==> src/rtl/obj_merge_fifo.sv <==
// Sprite-pixel queue between the object fetcher and the pixel mixer.
// Each write loads a full row of DEPTH lanes, merging by sprite priority over the pixels still queued.
module obj_merge_fifo #(
  parameter int DEPTH     = 8,
  parameter int IDX_W     = 6,
  parameter int PRIO_MODE = 0,
  parameter int PIX_W     = 15 + IDX_W
) (
  input  logic                     clk,
  input  logic                     reset,
  input  logic                     flush,
  input  logic                     wr_en,
  input  logic [DEPTH*PIX_W-1:0]   wr_data,
  input  logic [$clog2(DEPTH):0]   wr_skip,
  input  logic                     rd_en,
  output logic [PIX_W-1:0]         rd_data,
  output logic [$clog2(DEPTH):0]   count,
  output logic                     empty,
  output logic                     full,
  output logic                     underflow
);

  localparam int AW      = $clog2(DEPTH);
  localparam int CW      = AW + 1;
  localparam int X_LSB   = 0;
  localparam int IDX_LSB = 8;
  localparam int VLD_BIT = PIX_W - 1;

  logic [PIX_W-1:0] r_mem [DEPTH];
  logic [AW-1:0]    r_hd;
  logic [CW-1:0]    r_count;
  logic             r_underflow;

  logic             w_empty;
  logic             w_pop;
  logic [AW-1:0]    w_hd_nxt;
  logic [CW-1:0]    w_occ;
  logic [PIX_W-1:0] w_lane    [DEPTH];
  logic [AW-1:0]    w_pos     [DEPTH];
  logic [PIX_W-1:0] w_inc     [DEPTH];
  logic [PIX_W-1:0] w_mem_nxt [DEPTH];

  // Returns 1 when the incoming sprite pixel outranks the queued one.
  function automatic logic f_beats(input logic [IDX_W-1:0] inc_idx, input logic [7:0] inc_x,
                                   input logic [IDX_W-1:0] ex_idx,  input logic [7:0] ex_x);
    logic w_res;
    if (PRIO_MODE == 0) begin
      w_res = (inc_idx < ex_idx);
    end else begin
      w_res = (inc_x < ex_x) || ((inc_x == ex_x) && (inc_idx < ex_idx));
    end
    return w_res;
  endfunction

  assign w_empty  = (r_count == {CW{1'b0}});
  assign w_pop    = rd_en && !w_empty;
  assign w_hd_nxt = w_pop ? (r_hd + {{(AW-1){1'b0}}, 1'b1}) : r_hd;
  assign w_occ    = r_count - {{AW{1'b0}}, w_pop};

  // Shift the incoming row left by wr_skip lanes, filling the tail with transparent pixels.
  always_comb begin : p_align
    int src;
    src = 0;
    for (int j = 0; j < DEPTH; j++) begin
      src = j + int'(wr_skip);
      if (src < DEPTH) begin
        w_lane[j] = wr_data[src*PIX_W +: PIX_W];
      end else begin
        w_lane[j] = {PIX_W{1'b0}};
      end
    end
  end

  // Per physical slot: find its logical position after any pop, then load or merge.
  always_comb begin
    for (int s = 0; s < DEPTH; s++) begin
      w_pos[s] = AW'(s) - w_hd_nxt;
      w_inc[s] = w_lane[w_pos[s]];
      if (!wr_en) begin
        w_mem_nxt[s] = r_mem[s];
      end else if ({1'b0, w_pos[s]} >= w_occ) begin
        w_mem_nxt[s] = w_inc[s];
      end else if (w_inc[s][VLD_BIT] &&
                   (!r_mem[s][VLD_BIT] ||
                    f_beats(w_inc[s][IDX_LSB +: IDX_W], w_inc[s][X_LSB +: 8],
                            r_mem[s][IDX_LSB +: IDX_W], r_mem[s][X_LSB +: 8]))) begin
        w_mem_nxt[s] = w_inc[s];
      end else begin
        w_mem_nxt[s] = r_mem[s];
      end
    end
  end

  // Slot storage; a write always refills the queue to DEPTH entries.
  always_ff @(posedge clk or posedge reset) begin
    if (reset) begin
      for (int s = 0; s < DEPTH; s++) begin
        r_mem[s] <= {PIX_W{1'b0}};
      end
      r_hd        <= {AW{1'b0}};
      r_count     <= {CW{1'b0}};
      r_underflow <= 1'b0;
    end else if (flush) begin
      for (int s = 0; s < DEPTH; s++) begin
        r_mem[s] <= {PIX_W{1'b0}};
      end
      r_hd        <= {AW{1'b0}};
      r_count     <= {CW{1'b0}};
      r_underflow <= 1'b0;
    end else begin
      for (int s = 0; s < DEPTH; s++) begin
        r_mem[s] <= w_mem_nxt[s];
      end
      r_hd        <= w_hd_nxt;
      r_count     <= wr_en ? CW'(DEPTH) : w_occ;
      r_underflow <= r_underflow | (rd_en & w_empty);
    end
  end

  assign rd_data   = w_empty ? {PIX_W{1'b0}} : r_mem[r_hd];
  assign count     = r_count;
  assign empty     = w_empty;
  assign full      = (r_count == CW'(DEPTH));
  assign underflow = r_underflow;

endmodule

==> config.mk <==
export PLATFORM = sky130hd
export DESIGN_NAME = obj_merge_fifo
export DESIGN_NICKNAME = d
export VERILOG_FILES = /design/src/rtl/obj_merge_fifo.sv
export SDC_FILE = /design/constraint.sdc
export NUM_CORES = 1
export LEC_CHECK = 0
export BUFFER_PORTS_ARGS = -buffer_cell sky130_fd_sc_hd__buf_2
export CELL_PAD_IN_SITES_DETAIL_PLACEMENT = 1
export CELL_PAD_IN_SITES_GLOBAL_PLACEMENT = 2
export CORE_MARGIN = 3
export CORE_UTILIZATION = 37
export CTS_CLUSTER_SIZE = 14
export DETAILED_ROUTE_END_ITERATION = 16
export PLACE_DENSITY = 0.86
export SLEW_MARGIN = 30
export SYNTH_ARGS = -nofsm -noshare
export SYNTH_HDL_FRONTEND = slang
export SYNTH_SLANG_ARGS = --single-unit
==> constraint.sdc <==
create_clock -name clk -period 7.9 [get_ports clk]
set_clock_uncertainty 0.05 [all_clocks]
set_input_delay 0.79 -clock clk [delete_from_list [all_inputs] [get_ports clk]]
set_output_delay 0.79 -clock clk [all_outputs]
set_load 0.005 [all_outputs]
Word level (Yosys, flattened, before mapping)
Cells that the tools add are included.
{"block": "totals", "latchBits": 0, "word_cells": 215, "register_bits": 176, "mem_count": 0, "mem_bits_rw": 0, "out_inout_bits": 28, "mem_bits_ro": 0}
{"block": "classes", "div": 0, "n_reduce_logical": 44, "order_cmp": 33, "mux": 82, "shift": 8, "bitwise": 11, "add_sub_neg": 17, "mul": 8, "eq_ne": 1}
{"op": "variable part select 168 x 11 -> 21 bit", "n": 7}
{"op": "2-to-1 mux 21 bit", "n": 51}
{"op": "binary-select mux 21 bit (select 3 bit)", "n": 9}
{"op": "2-to-1 mux 168 bit", "n": 1}
{"op": "variable part select 168 x 10 -> 21 bit", "n": 1}
{"op": "multiplier 5 x 5 -> 10 bit, second input constant", "n": 7}
{"op": "less-than comparator 6 bit", "n": 8}
{"op": ">= comparator 4 bit, second input constant", "n": 9}
{"op": "inverter 3 -> 4 bit", "n": 9}
{"op": "less-than comparator 5 x 4 -> 1 bit, second input constant", "n": 7}
{"op": ">= comparator 3 x 4 -> 1 bit", "n": 8}
{"op": "nonzero test 3 bit", "n": 8}
{"op": "adder 3 x 4 -> 5 bit, first input constant", "n": 4}
{"op": "2-to-1 mux 1 bit", "n": 17}
{"op": "AND reduction 2 bit", "n": 8}
{"op": "subtractor 3 bit, first input constant", "n": 4}
{"op": "adder 2 x 4 -> 5 bit, first input constant", "n": 2}
{"op": "logical AND 1 bit", "n": 9}
{"op": "zero test 1 bit", "n": 9}
{"op": "multiplier 4 x 5 -> 9 bit, second input constant", "n": 1}
{"op": "logical OR 1 bit", "n": 8}
{"op": "2-to-1 mux 4 bit", "n": 2}
{"op": "2-to-1 mux 3 bit", "n": 2}
{"op": "subtractor 1 x 3 -> 3 bit, first input constant", "n": 2}
{"op": "other kinds (10)", "n": 11}

Logic depth before layout (Yosys ltp)
{"block": "logic_depth", "ltp_word": 18, "depth_mapped": 24}

Worst setup path before layout
OpenSTA, ideal clock, no wires.
{"block": "synth_path", "path_type": "reg-to-reg", "start": "register r_count[0] (netlist: count[0])", "end": "register r_mem[147] (netlist bit)", "setup_ns": 0.128, "path_slack_ns": 1.785, "arrival_ns": 5.937, "path_stages_with_launch": 25, "period_less_slack_ns": 6.115, "path_buffers": 10, "path_cell_list": "dfrtp_1 o41ai_4 xnor2_2 buf_2 buf_6 buf_2 buf_2 buf_2 ha_1 clkbuf_1 inv_1 clkbuf_1 clkbuf_1 clkbuf_1 mux2i_1 mux2i_1 ha_1 a21o_1 a21o_1 a21oi_1 nand4_1 a41o_1 a21oi_2 buf_4 mux2_1"}
{"block": "synth_via", "elab_chain_len": 16, "word_cells_on_any_way": 22, "cone_classes": "add/sub: 2; order compare: 2; mux: 10; bitwise: 1; reduce/logical: 7"}
{"element": "start, declared", "line_no": "31", "source": "logic [CW-1:0] r_count;"}
{"element": "start signal, assigned", "line_no": "101", "source": "r_count <= {CW{1'b0}};"}
{"element": "start signal, assigned", "line_no": "108", "source": "r_count <= {CW{1'b0}};"}
{"element": "start signal, assigned", "line_no": "115", "source": "r_count <= wr_en ? CW'(DEPTH) : w_occ;"}
{"element": "zero test 4 bit", "line_no": "55", "source": "assign w_empty = (r_count == {CW{1'b0}});"}
{"element": "zero test 1 bit", "line_no": "56", "source": "assign w_pop = rd_en && !w_empty;"}
{"element": "logical AND 1 bit", "line_no": "56"}
{"element": "2-to-1 mux 3 bit", "line_no": "57", "source": "assign w_hd_nxt = w_pop ? (r_hd + {{(AW-1){1'b0}}, 1'b1}) : r_hd;"}
{"element": "subtractor 1 x 3 -> 3 bit", "line_no": "77", "source": "w_pos[s] = AW'(s) - w_hd_nxt;"}
{"element": "inverter 3 -> 4 bit (not written as such)", "line_no": "78", "source": "w_inc[s] = w_lane[w_pos[s]];"}
{"element": "binary-select mux 21 bit (select 3 bit)", "line_no": "78"}
{"element": "2-to-1 mux 21 bit (not written as such) (2 in series)", "line_no": "78"}
{"element": "less-than comparator 6 bit"}
{"element": "2-to-1 mux 1 bit", "line_no": "81", "source": "end else if ({1'b0, w_pos[s]} >= w_occ) begin"}
{"element": "2-to-1 mux 1 bit", "line_no": "79", "source": "if (!wr_en) begin"}
{"element": "logical OR 1 bit", "line_no": "84", "source": "(!r_mem[s][VLD_BIT] ||"}
{"element": "logical AND 1 bit", "line_no": "83", "source": "end else if (w_inc[s][VLD_BIT] &&"}
{"element": "nonzero test 3 bit (no source line)"}
{"element": "AND reduction 2 bit (no source line)"}
{"element": "end signal, assigned by index", "line_no": "98", "source": "r_mem[s] <= {PIX_W{1'b0}};"}
{"element": "end signal, assigned by index", "line_no": "105", "source": "r_mem[s] <= {PIX_W{1'b0}};"}
{"element": "end signal, assigned by index", "line_no": "112", "source": "r_mem[s] <= w_mem_nxt[s];"}
{"element": "end, declared", "line_no": "29", "source": "logic [PIX_W-1:0] r_mem [DEPTH];"}
Several ways; a longest one is shown, not always the timed one. The select of a mux whose other input is x is not followed.
A chain may end at the register's enable or synchronous reset.

Final worst setup path
{"block": "layout_path", "start": "register r_count[0] (netlist: count[0])", "end": "register r_mem[154] (netlist bit)"}
Same word-level chain as after synthesis.

==> results_dict.tcl <==
set metrics [dict create \
    status "complete, no violations" \
    final_layout_size_suffix_gt1_share_pct 18.02 \
    syn_nets 2701 \
    cts.sinks 176 \
    fin_crit_ns 6.297 \
    synth.avg_cell_area_um2 8.119 \
    synth_warnings 0 \
    postCtsHoldBufs 0 \
    coreArea_mm2 0.05308 \
    ctsResizeCount 0 \
    setup_tns_ns 0 \
    synth-edff-count 0 \
    tightest_slew_ns 0.9690 \
    syn_area_mm2 0.02003 \
    ir_worst_vdd_v 0.0001772 \
    fmax_mhz 158.8 \
    postSynthCellCount 2467 \
    max-slew-margin-rel_pct 35.40 \
    numPortBuffers 204 \
    wl_per_cell_um 27.57 \
    critical_path_class "reg2reg" \
    slowest_delay_ns 0.76 \
    grt_max_degree 110 \
    firstDrtPassIters 6 \
    whs_ns 0.4113 \
    hp-class "in2async" \
    hold_viol_final 0 \
    cts_setup_buffers 0 \
    layout.nets 2751 \
    synth_flop_cell "dfrtp_1" \
    std_cell_rows 84 \
    gr-total-overflow 0 \
    crit_family "compound AO/OA/AOI/OAI gates" \
    gr-usage-met2_pct 57.43 \
    area_delta_synth_final_pct 10.23 \
    synth.distinct_cells 73 \
    die_h_um 238.7 \
    wirelength_um 88710 \
    dieArea_mm2 0.05696 \
    grt_use_met1_pct 34.60 \
    yosysSeqAreaShare_pct 21.99 \
    pin_count 205 \
    period_share_pct 79.70 \
    cts_buffers 17 \
    maxSlewViolCount 0 \
    setup_violations 0 \
    p_leak_nw 9.723 \
    grt_pass1_wl_um 134200 \
    cts_tree "done" \
    synth_seq_cells 176 \
    ff2ff_path_depth 16 \
    power_density_mw_per_mm2 227.0 \
    grt_util_met3_pct 2.515 \
    gr-usage-all-layers_pct 30.75 \
    slowest_stage "o41ai_4" \
    fillers 6398 \
    cp.required_ns 8.19 \
    grt-busiest-layer "met2" \
    ant_nets 0 \
    crit_arrival_ns 6.58 \
    drt_first_iter_violations 1592 \
    worst-path-buf-inv 3 \
    grt_antenna_before_repair 1 \
    place_congestion 0.9437 \
    startpoint_type "flip-flop" \
    drc 0 \
    via_count 20650 \
    cp_num_cells 16 \
    maxCapViolCount 0 \
    cp_cell_sequence "o41ai_4 -> mux2_2 -> inv_2 -> ha_1 -> xnor2_4 -> inv_2 -> mux2i_1 -> ha_1 -> a21o_1 -> a21o_1 -> a21oi_1 -> nand4_1 -> a41o_1 -> a21oi_2 -> buf_4 -> mux2_1" \
    end_kind "flip-flop" \
    start_util_pct 37.74 \
    clk_root_buffer_cell "clkbuf_16" \
    vias_per_cell 6.418 \
    grt_pass1_vias 21920 \
    synthArstFlopShare_pct 100.0 \
    die_x_um 238.7 \
    clockBufferDepth 2 \
    critPathMaxFanout 26 \
    htree_levels 4 \
    place_hpwl_um 68440 \
    clk_pin_slew_ns 0.08 \
    clk_latency_ns 0.46 \
    rsz0062_at_grt "false" \
    diodes 0 \
]
Yosys cell counts, drive strengths merged, types with 31 or more instances:
master	instances	area [um2]
a21oi	190	962.2
ha	57	713.2
buf	107	549.3
mux2	147	1655
nand2	256	960.9
a221oi	31	271.5
mux4	55	1239
o22ai	70	437.9
inv	58	217.7
dfrtp	176	4404
a211oi	73	553.0
nor2	339	1272
mux2i	286	2863
clkbuf	120	450.4
o21ai	117	593.1
power breakdown:
part	internal (W)	total, W	switching, W
Combinational	0.00107	0.00283	0.00176
Clock	0.000480	0.000902	0.000422
Sequential	0.00112	0.00128	0.000162
Total	0.00266	0.00501	0.00235
cells by family (layout without fill, tap and decap cells):
group / Yosys count / in the layout / share of synthesized area (%)
simple gates: 752 / 752 / 15.91
compound gates: 697 / 697 / 23.09
mux: 488 / 488 / 28.74
buf+inv: 287 / 350 / 6.116
flops: 176 / 176 / 21.99
fa+ha+maj: 57 / 57 / 3.561
xor+xnor: 10 / 10 / 0.5872
layout make-up:
class	instances	area, um2	area share [%]
clock buffers	18	429.2	1.944
flip-flops and latches	176	4407	19.96
inverters	60	235.2	1.065
repair buffers	258	1470	6.659
multi-input cells	2004	14500	65.68
well taps	688	860.8	3.899
clock inverters	14	176.4	0.7990
placed cells by master, fill, tap and decap left out, drive strengths merged, types with 18 or more instances in the layout:
master	instances
o211ai	18
clkbuf	18
nor2	339
a31oi	28
mux2	147
inv	65
ha	57
mux4	55
a22oi	20
o21ai	117
nor3	26
nand3	28
a211o	21
nor2b	18
a211oi	73
buf	258
a22o	20
mux2i	286
a21oi	190
a21o	19
a221oi	31
dfrtp	176
nand2	256
o22ai	70
layer usage:
metal  vias to the layer above  wire length (um)  share of wire [%]
met5                         -                 0                  0
met4                         0              5457                6.2
met3                       234              3046                3.4
met2                       644             46450                 52
met1                     10510             33750                 38
li1                       9265                 -                  -
worst paths after layout:
kind                            startpoint    endpoint  slack (ns)
worst min register to register   r_mem[48]   r_mem[48]        0.44
worst max register to register    count[0]  r_mem[154]        1.60
max in group asynchronous            reset   r_mem[13]        6.25
worst max-delay path              count[0]  r_mem[154]        1.60
min in group clk                 r_mem[48]   r_mem[48]        0.44
worst min-delay path                 reset   r_mem[91]        0.41
sequential cells by signal, indices dropped and copies added (netlist names):
name and flops:
count 4, r_mem 168, underflow 1, r_hd 3
stage by stage:
step	worst slack, ns	total power [W]	instance area, um2	utilization [%]	instances
2_1_floorplan	1.785	0.003183	20030	-	2467
3_3_place_gp	1.687	0.003996	21430	40.38	3185
3_5_place_dp	1.586	0.004089	21440	40.39	3185
4_1_cts	1.571	0.005000	22040	41.53	3217
5_1_grt	1.259	0.005331	22080	41.60	3218
6_report	1.603	0.005011	22080	41.60	3218
Note: power is estimated with default switching activity, not from simulation.
